$ cat src/rtl/mv_decim_out.sv
// Decimating output stage for the moving-average filter: offset, shift,
// saturate and hand off one word at a time over valid/ready.
module mv_decim_out #(
  parameter int WARMUP_CYCLES = 8194,
  parameter int DECIM_W       = 16,
  parameter int OUT_W         = 24
) (
  input  logic               clk,
  input  logic               n_rst,
  input  logic               clr,
  input  logic [31:0]        din,
  input  logic [DECIM_W-1:0] decim,
  input  logic [31:0]        offset,
  input  logic [4:0]         shift,
  output logic [OUT_W-1:0]   dout,
  output logic               dout_sat,
  output logic               dout_valid,
  input  logic               dout_ready,
  output logic [15:0]        overrun_cnt,
  output logic               running
);

  localparam int WW = $clog2(WARMUP_CYCLES + 1);
  localparam logic [WW-1:0] WARM_LAST = WW'(WARMUP_CYCLES - 1);
  localparam logic [0:0] ST_WARMUP = 1'b0;
  localparam logic [0:0] ST_RUN    = 1'b1;
  localparam logic signed [32:0] HI = (33'sd1 <<< (OUT_W - 1)) - 33'sd1;
  localparam logic signed [32:0] LO = -(33'sd1 <<< (OUT_W - 1));

  logic [0:0]         state_q, state_d;
  logic [WW-1:0]      warm_q, warm_d;
  logic [DECIM_W-1:0] cnt_q, cnt_d;
  logic               s1_valid_q, s1_valid_d;
  logic signed [32:0] diff_q, diff_d;
  logic               s2_valid_q, s2_valid_d;
  logic [OUT_W-1:0]   res_q, res_d;
  logic               res_sat_q, res_sat_d;
  logic [OUT_W-1:0]   dout_q, dout_d;
  logic               dout_sat_q, dout_sat_d;
  logic               dout_valid_q, dout_valid_d;
  logic [15:0]        ovr_q, ovr_d;

  logic [DECIM_W-1:0] neff_m1;
  logic               tick;
  logic signed [32:0] sh;
  logic [OUT_W-1:0]   clip_val;
  logic               clip_sat;

  // decim==0 behaves as 1, so the threshold is 0 in both cases
  assign neff_m1 = (decim == '0) ? '0 : decim - DECIM_W'(1);
  assign tick    = (state_q == ST_RUN) && (cnt_q >= neff_m1);
  assign sh      = diff_q >>> shift;

  always_comb begin
    clip_val = sh[OUT_W-1:0];
    clip_sat = 1'b0;
    if (sh > HI) begin
      clip_val = HI[OUT_W-1:0];
      clip_sat = 1'b1;
    end else if (sh < LO) begin
      clip_val = LO[OUT_W-1:0];
      clip_sat = 1'b1;
    end
  end

  always_comb begin
    state_d      = state_q;
    warm_d       = warm_q;
    cnt_d        = cnt_q;
    s1_valid_d   = tick;
    diff_d       = diff_q;
    s2_valid_d   = s1_valid_q;
    res_d        = res_q;
    res_sat_d    = res_sat_q;
    dout_d       = dout_q;
    dout_sat_d   = dout_sat_q;
    dout_valid_d = dout_valid_q;
    ovr_d        = ovr_q;

    if (state_q == ST_WARMUP) begin
      warm_d = warm_q + WW'(1);
      cnt_d  = '0;
      if (warm_q == WARM_LAST) state_d = ST_RUN;
    end else begin
      cnt_d = tick ? '0 : cnt_q + DECIM_W'(1);
    end

    if (tick) diff_d = {din[31], din} - {offset[31], offset};

    if (s1_valid_q) begin
      res_d     = clip_val;
      res_sat_d = clip_sat;
    end

    // a held word is never overwritten; late results are counted and dropped
    if (s2_valid_q) begin
      if (!dout_valid_q || dout_ready) begin
        dout_d       = res_q;
        dout_sat_d   = res_sat_q;
        dout_valid_d = 1'b1;
      end else if (ovr_q != 16'hFFFF) begin
        ovr_d = ovr_q + 16'd1;
      end
    end else if (dout_valid_q && dout_ready) begin
      dout_valid_d = 1'b0;
    end

    if (clr) begin
      state_d      = ST_WARMUP;
      warm_d       = '0;
      cnt_d        = '0;
      s1_valid_d   = 1'b0;
      s2_valid_d   = 1'b0;
      dout_d       = '0;
      dout_sat_d   = 1'b0;
      dout_valid_d = 1'b0;
      ovr_d        = '0;
    end
  end

  always_ff @(posedge clk or negedge n_rst) begin
    if (!n_rst) begin
      state_q      <= ST_WARMUP;
      warm_q       <= '0;
      cnt_q        <= '0;
      s1_valid_q   <= 1'b0;
      diff_q       <= '0;
      s2_valid_q   <= 1'b0;
      res_q        <= '0;
      res_sat_q    <= 1'b0;
      dout_q       <= '0;
      dout_sat_q   <= 1'b0;
      dout_valid_q <= 1'b0;
      ovr_q        <= '0;
    end else begin
      state_q      <= state_d;
      warm_q       <= warm_d;
      cnt_q        <= cnt_d;
      s1_valid_q   <= s1_valid_d;
      diff_q       <= diff_d;
      s2_valid_q   <= s2_valid_d;
      res_q        <= res_d;
      res_sat_q    <= res_sat_d;
      dout_q       <= dout_d;
      dout_sat_q   <= dout_sat_d;
      dout_valid_q <= dout_valid_d;
      ovr_q        <= ovr_d;
    end
  end

  assign dout        = dout_q;
  assign dout_sat    = dout_sat_q;
  assign dout_valid  = dout_valid_q;
  assign overrun_cnt = ovr_q;
  assign running     = (state_q == ST_RUN);

endmodule

$ cat config.mk
export PLATFORM = sky130hd
export DESIGN_NAME = mv_decim_out
export DESIGN_NICKNAME = d
export VERILOG_FILES = /design/src/rtl/mv_decim_out.sv
export SDC_FILE = /design/constraint.sdc
export NUM_CORES = 1
export LEC_CHECK = 0
export ABC_AREA = 1
export CORE_MARGIN = 4
export CORE_UTILIZATION = 25
export CTS_BUF_LIST = sky130_fd_sc_hd__clkbuf_4
export DETAILED_ROUTE_END_ITERATION = 10
export DONT_BUFFER_PORTS = 1
export GPL_ROUTABILITY_DRIVEN = 1
export PLACE_DENSITY = 0.46
export SETUP_SLACK_MARGIN = 0.05
export SKIP_CTS_REPAIR_TIMING = 1
export SLEW_MARGIN = 0
export SYNTH_ARGS = -nofsm -noshare
export SYNTH_HDL_FRONTEND = slang
export SYNTH_SLANG_ARGS = --single-unit
$ cat constraint.sdc
create_clock -name clk -period 6 [get_ports clk]
set_input_delay 0.6 -clock clk [delete_from_list [all_inputs] [get_ports clk]]
set_output_delay 0.6 -clock clk [all_outputs]
set_load 0.1 [all_outputs]
==> flow_summary.toml <==
[timing]
clock.fmax_ghz = 0.2670
setup-tns-final_ns = 0
setup_viol = 0
final-hold-violation-count = 0
period_share_pct = 62.41
grt_setup_unrepaired = "false"
slew_violations = 0
setup_slack_ns = 2.255
relSlewSlack_pct = 28.21
finClkSkew_ns = 0.03029
period_needed_ns = 3.745
tightest_slew_ns = 1.077

[power_and_ir_drop]
ir_drop_mv = 0.1103
power.leakage_nw = 5.087
p_total_mw = 2.194
powerDensity_nw_per_um2 = 200.2

[worst_setup_path]
ff2ff_path_depth = 13
worstSetupPathType = "input port to flop"
cp.required_ns = 6.39
start_kind = "input port"
r2r_end = "overrun_cnt[15]$_DFFE_PN0P_"
regToRegSetupSlack_ns = 3.02
crit_path_end_kind = "flop"
crit_arrival_ns = 4.14
r2r_start = "dout_valid$_DFFE_PN0P_"
cp_max_fo = 54

[die]
core_um2 = 40740
initial_core_util_pct = 25.24
die_w_um = 210.8
boundaryPins = 132
chipHeight_um = 210.8
fp-row-count = 74
die-area_um2 = 44440

[routing]
routed_wl_mm = 29.15
drc = 0
vias_per_cell = 4.720
final_antenna_net_count = 0
wl_per_cell_um = 14.19
vias = 9694
first_pass_iters = 5
drt_iter0_drc = 487

[logic_synthesis]
ys.flop_type = "dfrtp_1"
synth_cell_types = 45
synth_seq_cells = 133
synth.most_common_cell = "nand2_1"
ys_seq_area_share_pct = 32.36
yosysTopAreaCell = "dfrtp_1"
synth.area.top_cells = "dfrtp_1 32%, nand2_1 15%, o21ai_0 8.3%, nand3_1 7.1%, inv_1 7.0%"
syn_nets = 1690
synth_warnings = 0
avgSynthCellArea_um2 = 6.652
syn_inst = 1546
synth_edf_count = 0
synth_top_area_share_pct = 32.36
synth_common_cells = "408 x nand2_1, 191 x inv_1, 171 x o21ai_0"
syn_area_um2 = 10280
async_reset_ff_share_pct = 100.0

[global_route]
grt_overflow = 0
antenna_found_initial = 1
grt_max_degree = 134
grt_pass1_vias = 9563
grt_usage_pct = 13.10
grt_pass1_wl_mm = 48.58

[cells_and_area]
fin_util_pct = 26.90
final_layout_size_suffix_gt1_share_pct = 4.274
finalNetCount = 1653
syn_to_final_growth_pct = 6.571
final_area_um2 = 10960

[clock_network]
clk_pin_slew_ns = 0.14
htreeDepth = 4
clock-sinks = 133
cts_buffer_depth = 2
cts_tree = "done"
root_buffer = "clkbuf_4"
clk_latency_ns = 0.54
numCtsBuffers = 17

[placed_design]
io_buffers = 0
gp_congestion = 0.8488
hpwl_mm = 22.96
dpl_cell_area_um2 = 10690
place_ws_ns = 1.637

[flow_run]
maxCapViolCount = 0

[min_path]
min_path_type = "input port to asynchronous set/reset pin"

[run_status]
status = "complete, no violations"
==> area by class of cell <==
class                      count  area, um2
inverter                     195      737.0
multi-input combinational   1157       5927
tap                          532      665.6
sequential                   133       3328
fill                        4637      29780
antenna                        1      2.502
clock inverter                12      98.84
clock buffer                  19      142.6
timing repair buffer           5      57.56
==> power by group <==
part | switching, mW | internal (mW) | leakage, nW
clock network | 0.370 | 0.179 | 0.126
registers | 0.182 | 0.945 | 1.68
logic | 0.338 | 0.180 | 3.28
total | 0.890 | 1.30 | 5.09
==> logic make-up (layout without fill, tap and decap cells) <==
| group | count (synthesis) | count (layout) | synth area share [%] |
|---|---|---|---|
| xor+xnor | 33 | 33 | 2.811 |
| other cells | 0 | 1 | 0 |
| buf+inv | 256 | 231 | 10.11 |
| flops | 133 | 133 | 32.36 |
| simple gates | 755 | 755 | 31.31 |
| compound gates | 310 | 310 | 16.26 |
| mux | 4 | 4 | 0.3894 |
| fa+ha+maj | 55 | 55 | 6.765 |
==> critical path, cell delays in order <==
cell and delay (ns):
inv_1 0.07, nand2_1 0.09, nor3_1 0.25, nand2_1 0.09, inv_1 0.09, nand2_1 0.06
or2_2 0.32, nor4_2 0.17, xor2_1 0.18, nand2_1 0.07, ha_1 0.29, nand2_1 0.09
inv_1 0.04, nand3_1 0.09, inv_1 0.05, a21oi_1 0.19, nand3_1 0.13, nand2_1 0.08
buf_4 0.40, inv_1 0.47, nand3_1 0.20, o21ai_0 0.10
==> metrics by stage <==
| step | instances | hold WS, ns |
|---|---|---|
| after global placement | 2021 | 0.3084 |
| final | 2054 | 0.01013 |
| after CTS | 2052 | -0.3478 |
| after global routing | 2054 | -0.0009283 |
| after detailed placement | 2021 | 0.3099 |
| after floorplan | 1546 | 0.3044 |
==> worst max-delay path by stage <==
stage	from	to	depth (start not counted)
after floorplan	decim[1]	diff_q[14]$_DFFE_PN0P_	21
after global placement	decim[1]	diff_q[14]$_DFFE_PN0P_	22
after detailed placement	decim[0]	diff_q[31]$_DFFE_PN0P_	22
after CTS	decim[0]	diff_q[14]$_DFFE_PN0P_	22
after global routing	decim[1]	diff_q[14]$_DFFE_PN0P_	22
final	decim[0]	diff_q[31]$_DFFE_PN0P_	22
==> routing by layer <==
layer / global-route usage, % / share of wire (%)
met1: 18.06 / 49
met2: 21.37 / 45
met3: 2.495 / 4.5
met4: 3.108 / 1.5
met5: 0 / 0
==> registers in the layout, indices dropped and copies added (netlist names) <==
signal       flops
warm_q          14
dout_valid       1
dout_sat         1
res_sat_q        1
dout            24
diff_q          33
cnt_q           16
running          1
overrun_cnt     16
res_q           24
s1_valid_q       1
s2_valid_q       1
==> placed cells by master, fill, tap and decap left out, drive strengths merged, types with 5 or more instances in the layout <==
cell type | Yosys | final
nor2 | 122 | 122
nor3 | 28 | 28
nand2 | 413 | 413
ha | 54 | 54
o21a | 7 | 7
a21oi | 85 | 85
nand3 | 153 | 153
clkbuf | 33 | 19
nand4 | 17 | 17
o21ai | 182 | 182
xnor2 | 15 | 15
inv | 195 | 200
xor2 | 18 | 18
o211ai | 13 | 13
dfrtp | 133 | 133
o21bai | 5 | 5
buf | 28 | 5
or2 | 13 | 13
nor4 | 6 | 6
Power figures use the tool's default switching activity.
